$ cat src/rtl/mem_req_fence_gate.sv
// mem_req_fence_gate: request-side gate in front of the Vortex-to-AXI adapter.
// Passes requests through combinationally, counts outstanding reads/writes,
// caps each count, and runs a flush fence that blocks new traffic, waits for
// the counts to drain to zero and then raises a registered acknowledge.

module mem_req_fence_gate_chk (
  input logic clk,
  input logic reset,
  input logic rd_underflow,
  input logic wr_underflow
);

  // Flag retire handshakes that arrive with nothing outstanding (protocol error)
  always_ff @(posedge clk) begin
    if (reset) begin
      assert (!rd_underflow) else $warning("mem_req_fence_gate: read retire with no read outstanding");
      assert (!wr_underflow) else $warning("mem_req_fence_gate: write retire with no write outstanding");
    end
  end

endmodule

module mem_req_fence_gate #(
  parameter int DATA_WIDTH     = 512,
  parameter int ADDR_WIDTH     = 26,
  parameter int TAG_WIDTH      = 8,
  parameter int NUM_BANKS      = 2,
  parameter int MAX_RD_PENDING = 32,
  parameter int MAX_WR_PENDING = 32,
  localparam int BE_WIDTH      = DATA_WIDTH / 8,
  localparam int RD_CNT_W      = $clog2(MAX_RD_PENDING + 1),
  localparam int WR_CNT_W      = $clog2(MAX_WR_PENDING + 1)
) (
  input  logic                  clk,
  input  logic                  reset,
  input  logic                  in_req_valid,
  input  logic                  in_req_rw,
  input  logic [BE_WIDTH-1:0]   in_req_byteen,
  input  logic [ADDR_WIDTH-1:0] in_req_addr,
  input  logic [DATA_WIDTH-1:0] in_req_data,
  input  logic [TAG_WIDTH-1:0]  in_req_tag,
  output logic                  in_req_ready,
  output logic                  out_req_valid,
  output logic                  out_req_rw,
  output logic [BE_WIDTH-1:0]   out_req_byteen,
  output logic [ADDR_WIDTH-1:0] out_req_addr,
  output logic [DATA_WIDTH-1:0] out_req_data,
  output logic [TAG_WIDTH-1:0]  out_req_tag,
  input  logic                  out_req_ready,
  input  logic                  rd_rsp_fire,
  input  logic [NUM_BANKS-1:0]  wr_rsp_fire,
  input  logic                  flush_req,
  output logic                  flush_ack,
  output logic [RD_CNT_W-1:0]   rd_pending,
  output logic [WR_CNT_W-1:0]   wr_pending
);

  localparam int RET_W    = $clog2(NUM_BANKS + 1);
  localparam int WR_EXT_W = ((WR_CNT_W > RET_W) ? WR_CNT_W : RET_W) + 1;

  localparam logic [RD_CNT_W-1:0] RD_MAX = RD_CNT_W'(MAX_RD_PENDING);
  localparam logic [WR_CNT_W-1:0] WR_MAX = WR_CNT_W'(MAX_WR_PENDING);

  typedef enum logic [1:0] {
    ST_IDLE  = 2'd0,
    ST_DRAIN = 2'd1,
    ST_DONE  = 2'd2
  } state_t;

  // Number of banks retiring a write this cycle
  function automatic logic [RET_W-1:0] popcount_banks(input logic [NUM_BANKS-1:0] v);
    logic [RET_W-1:0] cnt;
    cnt = {RET_W{1'b0}};
    for (int i = 0; i < NUM_BANKS; i++) begin
      cnt = cnt + RET_W'(v[i]);
    end
    return cnt;
  endfunction

  state_t                state_r;
  state_t                state_nxt_s;
  logic [RD_CNT_W-1:0]   rd_pending_r;
  logic [WR_CNT_W-1:0]   wr_pending_r;
  logic [RD_CNT_W-1:0]   rd_nxt_s;
  logic [WR_CNT_W-1:0]   wr_nxt_s;
  logic                  flush_ack_r;
  logic                  allow_s;
  logic                  rd_fire_s;
  logic                  wr_fire_s;
  logic [RET_W-1:0]      wr_ret_cnt_s;
  logic [WR_EXT_W-1:0]   wr_sum_s;
  logic [WR_EXT_W-1:0]   wr_ret_ext_s;
  logic                  rd_underflow_s;
  logic                  wr_underflow_s;

  // Gate: open only in IDLE and only while the matching count is below its cap
  always_comb begin
    allow_s = 1'b0;
    if (state_r == ST_IDLE) begin
      if (in_req_rw) begin
        allow_s = (wr_pending_r < WR_MAX);
      end else begin
        allow_s = (rd_pending_r < RD_MAX);
      end
    end else begin
      allow_s = 1'b0;
    end
  end

  assign out_req_valid  = in_req_valid && allow_s;
  assign in_req_ready   = out_req_ready && allow_s;
  assign out_req_rw     = in_req_rw;
  assign out_req_byteen = in_req_byteen;
  assign out_req_addr   = in_req_addr;
  assign out_req_data   = in_req_data;
  assign out_req_tag    = in_req_tag;

  assign rd_fire_s    = out_req_valid && out_req_ready && !out_req_rw;
  assign wr_fire_s    = out_req_valid && out_req_ready && out_req_rw;
  assign wr_ret_cnt_s = popcount_banks(wr_rsp_fire);
  assign wr_sum_s     = WR_EXT_W'(wr_pending_r) + WR_EXT_W'(wr_fire_s);
  assign wr_ret_ext_s = WR_EXT_W'(wr_ret_cnt_s);

  assign rd_underflow_s = rd_rsp_fire && !rd_fire_s && (rd_pending_r == {RD_CNT_W{1'b0}});
  assign wr_underflow_s = (wr_ret_ext_s > wr_sum_s);

  // Next read count: +1 on issue, -1 on response, clamped at zero
  always_comb begin
    rd_nxt_s = rd_pending_r;
    if (rd_fire_s && !rd_rsp_fire) begin
      rd_nxt_s = rd_pending_r + RD_CNT_W'(1);
    end else if (!rd_fire_s && rd_rsp_fire) begin
      if (rd_pending_r == {RD_CNT_W{1'b0}}) begin
        rd_nxt_s = {RD_CNT_W{1'b0}};
      end else begin
        rd_nxt_s = rd_pending_r - RD_CNT_W'(1);
      end
    end else begin
      rd_nxt_s = rd_pending_r;
    end
  end

  // Next write count: +1 on issue, minus every bank B handshake, clamped at zero
  always_comb begin
    wr_nxt_s = wr_pending_r;
    if (wr_underflow_s) begin
      wr_nxt_s = {WR_CNT_W{1'b0}};
    end else begin
      wr_nxt_s = WR_CNT_W'(wr_sum_s - wr_ret_ext_s);
    end
  end

  // Fence sequencing; DRAIN looks at next-cycle counts so DONE lands right after the last retire
  always_comb begin
    state_nxt_s = state_r;
    case (state_r)
      ST_IDLE: begin
        if (flush_req) begin
          state_nxt_s = ST_DRAIN;
        end else begin
          state_nxt_s = ST_IDLE;
        end
      end
      ST_DRAIN: begin
        if ((rd_nxt_s == {RD_CNT_W{1'b0}}) && (wr_nxt_s == {WR_CNT_W{1'b0}})) begin
          state_nxt_s = ST_DONE;
        end else begin
          state_nxt_s = ST_DRAIN;
        end
      end
      ST_DONE: begin
        if (!flush_req) begin
          state_nxt_s = ST_IDLE;
        end else begin
          state_nxt_s = ST_DONE;
        end
      end
      default: begin
        state_nxt_s = ST_IDLE;
      end
    endcase
  end

  // State, counters and acknowledge registers with synchronous active-low reset
  always_ff @(posedge clk) begin
    if (!reset) begin
      state_r      <= ST_IDLE;
      rd_pending_r <= {RD_CNT_W{1'b0}};
      wr_pending_r <= {WR_CNT_W{1'b0}};
      flush_ack_r  <= 1'b0;
    end else begin
      state_r      <= state_nxt_s;
      rd_pending_r <= rd_nxt_s;
      wr_pending_r <= wr_nxt_s;
      flush_ack_r  <= (state_nxt_s == ST_DONE);
    end
  end

  assign flush_ack  = flush_ack_r;
  assign rd_pending = rd_pending_r;
  assign wr_pending = wr_pending_r;

  mem_req_fence_gate_chk u_chk (
    .clk          (clk),
    .reset        (reset),
    .rd_underflow (rd_underflow_s),
    .wr_underflow (wr_underflow_s)
  );

endmodule

$ cat config.mk
export PLATFORM = sky130hd
export DESIGN_NAME = mem_req_fence_gate
export DESIGN_NICKNAME = d
export VERILOG_FILES = /design/src/rtl/mem_req_fence_gate.sv
export SDC_FILE = /design/constraint.sdc
export NUM_CORES = 1
export LEC_CHECK = 0
export CORE_AREA = 2 2 490 492
export CTS_BUF_LIST = sky130_fd_sc_hd__clkbuf_8
export CTS_CLUSTER_DIAMETER = 30
export CTS_CLUSTER_SIZE = 24
export DETAILED_ROUTE_END_ITERATION = 8
export DIE_AREA = 0 0 492 494
export DONT_BUFFER_PORTS = 1
export MAX_ROUTING_LAYER = met4
export PLACE_DENSITY = 0.3
export SETUP_SLACK_MARGIN = 0.2
export SLEW_MARGIN = 10
export SYNTH_ARGS = -nofsm -noshare
export SYNTH_HDL_FRONTEND = slang
export SYNTH_SLANG_ARGS = --single-unit
$ cat constraint.sdc
create_clock -name clk -period 4.5 [get_ports clk]
set_clock_uncertainty 0.05 [all_clocks]
set_input_delay 0.45 -clock clk [delete_from_list [all_inputs] [get_ports clk]]
set_output_delay 0.45 -clock clk [all_outputs]
set_load 0.05 [all_outputs]
Yosys cells after proc, flatten, opt, wreduce, memory -nomap -nowiden
Cells that the tools add are included.

storage, ports and cells
  output and inout port bits = 626
  word-level logic and storage cells = 40
  bits in registers = 15
  input bits = 619

cells by class
  equality and inequality tests = 3
  mux-type cells = 10
  $lt $le $gt $ge = 3
  add/subtract/negate cells = 5
  reduce and logical (&&, ||, !) cells = 15

operators by type and width
  kind                   number
  $mux W6                4
  $logic_not A6 Y1       3
  $lt A6 B6 Y1 const B   2
  $logic_and A1 B1 Y1    8
  $add A6 B1 Y7          1
  $gt A2 B7 Y1           1
  $add A6 B1 Y6 const B  1
  $pmux W2 S3            1
  $sub A6 B1 Y6 const B  1
  $sub A6 B2 Y6          1
  $eq A2 B2 Y1 const B   2
  $mux W2                2
  $logic_not A1 Y1       3
  $mux W1                3
  $add A1 B1 Y2          1
  $eq A2 B1 Y1 const B   1
  $logic_not A2 Y1       1

Longest topological paths before layout
Gate-level depths: netlist of the first run.

  depth after elaboration = 15
  mapped depth = 14
  gate-level depth less buffers = 14

Least setup slack after synthesis of the first run
Ideal clock, no wire load.

  path type = register to register
  from = reg rd_pending_r[5], in the netlist rd_pending[5]
  to = reg state_r[0]
  buffers on the path = 0
  path slack = 543 ps
  stages on the path, launching flop included = 15
  period minus slack after synthesis = 3957 ps
  data arrival time = 3787 ps
  required time = 4330 ps
  library setup time = 120 ps
  cell sequence = dfxtp_1 -> nor2b_1 -> a211oi_1 -> and2_1 -> and3_1 -> ha_1 -> xor2_1 -> inv_1 -> fa_1 -> or2_2 -> a32oi_1 -> xnor2_1 -> a211oi_1 -> o21ai_0 -> o31a_1

on the way
  longest elaborated chain between the ends = 14
  elaborated cells between the ends (all ways) = 25
  classes of those cells = add/sub: 4; order compare: 2; mux: 8; reduce/logical: 11

RTL lines
  element                                                                 RTL line  text
  from (decl)                                                             82        logic [RD_CNT_W-1:0] rd_pending_r;
  from (signal assigned)                                                  188       rd_pending_r <= {RD_CNT_W{1'b0}};
  from (signal assigned)                                                  193       rd_pending_r <= rd_nxt_s;
  parallel branches: the longest is 11 deep, another holds $add A6 B1 Y7  -
  $logic_and A1 B1 Y1 (*)                                                 165       if ((rd_nxt_s == {RD_CNT_W{1'b0}}) && (wr_nxt_s == {WR_CNT_W{1'b0}})) begin
  $mux W2 (*)                                                             165
  $pmux W2 S3 (*)                                                         156       case (state_r)
  to (signal assigned)                                                    192       state_r <= state_nxt_s;
  to (decl)                                                               80        state_t state_r;

Mark *: on every way between the ends.
A chain may end at the register's enable or synchronous reset.

Worst setup path in the final report of the first run
  from = reg state_r[1]
  to = reg state_r[0]

on the way
  longest elaborated chain between the ends = 13
  elaborated cells between the ends (all ways) = 22
  classes of those cells = add/sub: 2; order compare: 1; eq/ne: 2; mux: 6; reduce/logical: 11

RTL lines
  element                                                                 RTL line
  parallel branches: the longest is 12 deep, another holds $add A6 B1 Y7  -
  $pmux W2 S3 (*)                                                         156

Marked as above.

==> results of run 1 <==
cell type report:
class / instances / area share, %
Timing Repair Buffer: 4 / 0.5710
Sequential cell: 15 / 5.758
Inverter: 9 / 0.6424
Clock buffer: 3 / 0.7852
Tap cell: 3167 / 75.35
Clock inverter: 1 / 0.07138
Multi-Input combinational cell: 123 / 16.82
critical path, stage by stage (launching register included):
cell	delay, ns
dfxtp_1	0.34
or2_2	0.34
a211oi_1	0.27
and2_1	0.20
and3_1	0.19
ha_1	0.24
xor2_1	0.26
inv_1	0.12
fa_1	0.47
or2_2	0.30
a32oi_1	0.25
xnor2_1	0.11
a211oi_1	0.34
o21ai_0	0.14
o31a_1	0.24
sequential cells by signal, summed over array words and instances, names as in the netlist:
signal and cells:
wr_pending 6, rd_pending 6, state_r 2, flush_ack 1
where the power goes:
part | internal, mW | switching (mW) | total [mW]
registers | 0.164 | 0.138 | 0.301
logic | 0.160 | 0.268 | 0.428
clock network | 0.0604 | 0.0510 | 0.111
cells by family (layout without fill, tap and decap cells):
kind of cell	count (synthesis)	after routing	synth area share (%)
buffers and inverters	623	17	79.68
and+or+nand+nor	68	68	7.016
AOI/OAI and AO/OA	38	38	4.720
DFF	15	15	5.149
adders and majority gates	11	11	2.489
xor gates and xnor gates	5	5	0.7509
muxes	1	1	0.1931
cells in the final DEF, fill, tap and decap left out, types with 3 or more instances in the layout:
cell | Yosys | final
nor2b_1 | 7 | 7
nor2_1 | 11 | 11
clkbuf_8 | 0 | 3
dfxtp_1 | 15 | 13
and3_1 | 5 | 5
a31oi_1 | 4 | 4
a21oi_1 | 4 | 4
xnor2_1 | 4 | 4
nand3_1 | 8 | 8
ha_1 | 10 | 10
a32oi_1 | 3 | 3
and2_1 | 7 | 7
nand2_1 | 8 | 8
o21ai_0 | 9 | 9
o21a_1 | 3 | 3
inv_1 | 9 | 10
buf_4 | 611 | 4
nand4_1 | 3 | 3
or2_2 | 3 | 3
routing by layer:
| layer | vias up | wire length (µm) | track usage [%] |
|---|---|---|---|
| li1 | 570 | - | - |
| met4 | 0 | 5216 | 3.449 |
| met5 | - | 0 | - |
| met2 | 1120 | 56850 | 15.77 |
| met3 | 232 | 67720 | 24.89 |
| met1 | 807 | 6929 | 1.539 |
stage by stage:
stage	power [mW]	hold slack, ns	std cells
after global placement	0.7656	0.4822	3318
after CTS	0.8694	0.2647	3322
final	0.8404	0.2707	3322
after floorplan	2.026	0.4425	761
after global routing	0.9083	0.2593	3322
after detailed placement	0.7545	0.4857	3318
worst paths after layout:
path	startpoint	endpoint	slack, ns	depth (start not counted)
max	state_r[1]	state_r[0]	0.52	14
min	reset	rd_pending[3]	0.27	1
max reg2reg	state_r[1]	state_r[0]	0.52	14
min reg2reg	state_r[1]	state_r[1]	0.50	2
==> flow_summary_export.csv, run 1 <==
group,metric,value,unit
status,status,"complete, no violations",
global_routing,grt_max_degree,14,
logic_synthesis,synth_area_per_cell,7.663,µm²
logic_synthesis,syn_area,5832,µm²
clocking,cts_buffers,3,
critical_path,worst_setup_path_end_kind,"flop",
route,vias,2729,
clocking,cts_hold_repair.buffers,0,
logic_synthesis,ys_seq_elements,15,
critical_path,cp.required,4.59,ns
logic_synthesis,synth_edf_count,0,
final_layout,ff_latch_area,302.8,µm²
final_layout,fillers,28518,
sta,hold_viol_final,0,
final_layout,syn_to_final_growth,-9.826,%
die,num_rows,179,
sta,rsz0062_at_grt,"no",
logic_synthesis,synthTopCellsByCount,"buf_4 (611), dfxtp_1 (15), nor2_1 (11)",
die,die_w,492,µm
clocking,path_clk_slew,0.07,ns
route,ant_nets,0,
place,dp_hpwl,133.1,mm
die,die-area,243000,µm²
final_layout,finalInstanceArea,5259,µm²
logic_synthesis,synth_area_leaders,"buf_4 (79%), dfxtp_1 (5.1%), ha_1 (2.1%), o21ai_0 (0.77%), and2_1 (0.75%)",
logic_synthesis,postSynthCellCount,761,
global_routing,grt_overflow,0,
logic_synthesis,yosysWarningCount,0,
flow_run,maxCapViolations,0,
clocking,cts_sinks,15,
clocking,clk-insertion-delay-late,0.25,ns
global_routing,grt_usage,10.99,%
critical_path,start_kind,"flop",
place,gp_congestion,0.8444,
power,p_per_area,159.8,nW/µm²
die,start_util,2.457,%
global_routing,grt_pass1_vias,2491,
clocking,htree_levels,1,
final_layout,utilization,2.215,%
clocking,ctsResizeCount,0,
hold_path,worstHoldPathType,"primary input to flop",
sta,min_period,3.976,ns
sta,max_clock_freq,251.5,MHz
logic_synthesis,ys_seq_area_share,5.149,%
place,post-place-ws,0.5122,ns
die,core_area,237400,µm²
sta,layout_setup_ws,0.5242,ns
sta,tns,0,ns
die,io_pins,1245,
global_routing,antenna_found_initial,5,
logic_synthesis,synth_top_area_share,78.65,%
power,ir_worst_vdd,0.00007906,V
sta,worst_pin_slew,1.019,ns
critical_path,critPathKind,"flop to flop",
sta,relSlewSlack,31.82,%
place,placed_area,5214,µm²
logic_synthesis,synth-async-reset-ratio,0,%
route,drt_wl_total,136.7,mm
final_layout,drive_above_1_share,10.32,%
place,portBuffers,0,
power,leakagePower,0.5421,nW
route,wl_per_cell,41.16,µm
critical_path,worstPathArrival,4.07,ns
global_routing,grt_pass1_wl,143.0,mm
sta,slew_viol_final,0,
route,drc_errors,0,
critical_path,cp_max_fo,5,
final_layout,diodes,0,
logic_synthesis,synth_top_cell_by_area,"buf_4",
logic_synthesis,netlist-cell-type-count,48,
clocking,cts_tree,"done",
final_layout,multi_input_area,884.6,µm²
final_layout,nets,786,
clocking,clk_path_buf_depth,2,
clocking,post-cts-setup-buffers,0,
route,drt_iter0_drc,252,
logic_synthesis,yosysMostFrequentCell,"buf_4",
sta,timing.final.crit_share,88.35,%
route,vias_per_cell,0.8215,
die,die_h,494,µm
route,first_pass_iters,5,
logic_synthesis,ys.flop_type,"dfxtp_1",
clocking,clock-root-buffer,"clkbuf_8",
logic_synthesis,syn_nets,1391,
sta,setup_viol,0,
Note: power is estimated with default switching activity, not from simulation.
==> run 2: changes to the inputs <==
==> constraint.sdc (replaced) <==
create_clock -name clk -period 4.5 [get_ports clk]
set_clock_uncertainty 0.05 [all_clocks]
set_input_delay 0.9 -clock clk [delete_from_list [all_inputs] [get_ports clk]]
set_output_delay 0.9 -clock clk [all_outputs]
set_load 0.05 [all_outputs]
==> run 2 against run 1 <==
  * Setup slack better by 0.10 ns
  * Critical path depth stayed put
  * Non-clock buffer count is 1 higher
  * Hold slack better by 0.24 ns
  * First-iteration DRC count is 13% lower
  * Cell area is 0.14% higher
  * Largest cell class unchanged
  * Critical path type is now primary input to flop
==> flow_summary_export.csv, run 2 (synthesis results as in run 1) <==
group,metric,value,unit
status,status,"complete, no violations",
route,vias_per_cell,0.7836,
power,leakagePower,0.5475,nW
die,die_w,492,µm
global_routing,grt_overflow,0,
critical_path,start_kind,"primary input",
final_layout,nets,787,
die,num_rows,179,
power,ir_worst_vdd,0.00008487,V
power,seq_power_share,36.3,%
clocking,clk-insertion-delay-late,0.24,ns
sta,layout_setup_ws,0.6250,ns
critical_path,critPathKind,"primary input to flop",
sta,worst_pin_slew,0.9943,ns
die,die-area,243000,µm²
power,internal_power,0.3851,mW
place,portBuffers,0,
final_layout,drive_above_1_share,10.90,%
critical_path,cp.required,4.59,ns
place,gp_congestion,0.8429,
route,drt_iter0_drc,219,
die,die_h,494,µm
route,ant_nets,0,
place,post-place-ws,0.3684,ns
clocking,htree_levels,1,
hold_path,worstHoldPathType,"flop to flop",
final_layout,layout_common_cells,"dfxtp_1 (13), nor2_1 (11), inv_1 (10), ha_1 (10), o21ai_0 (9)",
sta,hold_viol_final,0,
power,p_per_area,160.9,nW/µm²
route,first_pass_iters,4,
final_layout,finalInstanceArea,5266,µm²
flow_run,maxCapViolations,0,
final_layout,diodes,0,
clocking,post-cts-setup-buffers,0,
route,drt_wl_total,136.5,mm
sta,relSlewSlack,33.47,%
clocking,ctsResizeCount,0,
clocking,clk_path_buf_depth,2,
place,dp_hpwl,133.1,mm
route,vias,2604,
critical_path,crit_top_cell,"a211oi_1",
clocking,cts_tree,"done",
power,power_frac_clock,13.0,%
critical_path,worst_setup_path_end_kind,"flop",
place,placed_area,5221,µm²
clocking,cts_hold_repair.buffers,0,
clocking,clock-root-buffer,"clkbuf_8",
final_layout,fillers,28526,
critical_path,worstPathArrival,3.96,ns
power,switching_share,54.56,%
critical_path,cp_slowest_cell,"fa_1",
sta,rsz0062_at_grt,"no",
die,start_util,2.457,%
clocking,cts_sinks,15,
die,io_pins,1245,
power,power.switching,0.4624,mW
sta,timing.final.crit_share,86.11,%
critical_path,cpPeakStageDelay,0.47,ns
clocking,path_clk_slew,0.07,ns
clocking,cts_buffers,3,
global_routing,grt_max_degree,14,
global_routing,antenna_found_initial,4,
critical_path,path_cells,"nor2b_1 > a211oi_1 > and2_1 > and3_1 > ha_1 > xor2_1 > inv_1 > fa_1 > or2_2 > a32oi_1 > xnor2_1 > a211oi_1 > o21ai_0 > o31a_1",
route,drc_errors,0,
sta,max_clock_freq,258.1,MHz
route,wl_per_cell,41.08,µm
final_layout,syn_to_final_growth,-9.698,%
sta,min_period,3.875,ns
power,power_frac_comb,50.8,%
final_layout,layout_commonest_cell,"dfxtp_1",
critical_path,cp_max_fo,6,
sta,slew_viol_final,0,
global_routing,grt_pass1_vias,2510,
global_routing,grt_usage,10.99,%
sta,setup_viol,0,
global_routing,grt_pass1_wl,143.0,mm
die,core_area,237400,µm²
sta,tns,0,ns
-- run 2: metal layers --
layer  track usage, %  up-vias  share of wire [%]
li1                 -      574                  -
met1            1.676      766                5.7
met2            15.51     1014                 41
met3            24.74      250                 49
met4            3.869        0                4.3
met5                -        -                  0
-- run 2: cell type report --
class	instances	area (µm²)	area share (%)
Sequential cell	15	302.8	5.750
Tap cell	3167	3963	75.24
Clock inverter	1	3.754	0.07128
Multi-Input combinational cell	123	884.6	16.80
Clock buffer	3	41.29	0.7840
Inverter	9	33.78	0.6415
Timing Repair Buffer	5	37.54	0.7128
-- run 2: per-stage QoR --
step	total power, mW	std cells	hold slack, ns	utilization, %
2_1_floorplan	2.026	761	0.4425	-
3_3_place_gp	0.7685	3319	0.4888	2.199
3_5_place_dp	0.7596	3319	0.4783	2.199
4_1_cts	0.8754	3323	0.5025	2.218
5_1_grt	0.9142	3323	0.5592	2.218
6_report	0.8475	3323	0.5096	2.218
-- run 2: power groups by stage --
| stage | Clock (mW) | Sequential, mW | Combinational (mW) |
|---|---|---|---|
| floorplan | 0 | 0.293 | 1.73 |
| global placement | 0 | 0.320 | 0.449 |
| detailed placement | 0 | 0.319 | 0.440 |
| CTS | 0.115 | 0.316 | 0.444 |
| global route | 0.123 | 0.314 | 0.478 |
| finish | 0.110 | 0.307 | 0.430 |
-- run 2: path summary, 6_finish.rpt --
kind / from / to / slack, ns / depth (start not counted)
worst min register to register: state_r[1] / state_r[1] / 0.51 / 2
worst max register to register: state_r[1] / state_r[0] / 0.62 / 14
worst max-delay path: in_req_rw / state_r[0] / 0.62 / 14
worst min-delay path: state_r[1] / state_r[1] / 0.51 / 2
-- run 2: critical path: cells and delay by family --
| family | cells | cell delay (ns) |
|---|---|---|
| buffers and inverters | 1 | 0.12 |
| xor gates and xnor gates | 2 | 0.37 |
| AOI/OAI and AO/OA | 5 | 1.13 |
| adders and majority gates | 2 | 0.65 |
| and+or+nand+nor | 4 | 0.73 |
==> run 3: changes to the inputs <==
--- a/config.mk
+++ b/config.mk
@@ -19,3 +19,4 @@
 export SYNTH_ARGS = -nofsm -noshare
 export SYNTH_HDL_FRONTEND = slang
 export SYNTH_SLANG_ARGS = --single-unit
+export TNS_END_PERCENT = 50
==> results of run 3 <==
Final layout, timing and power as in run 2 (identical DEF).
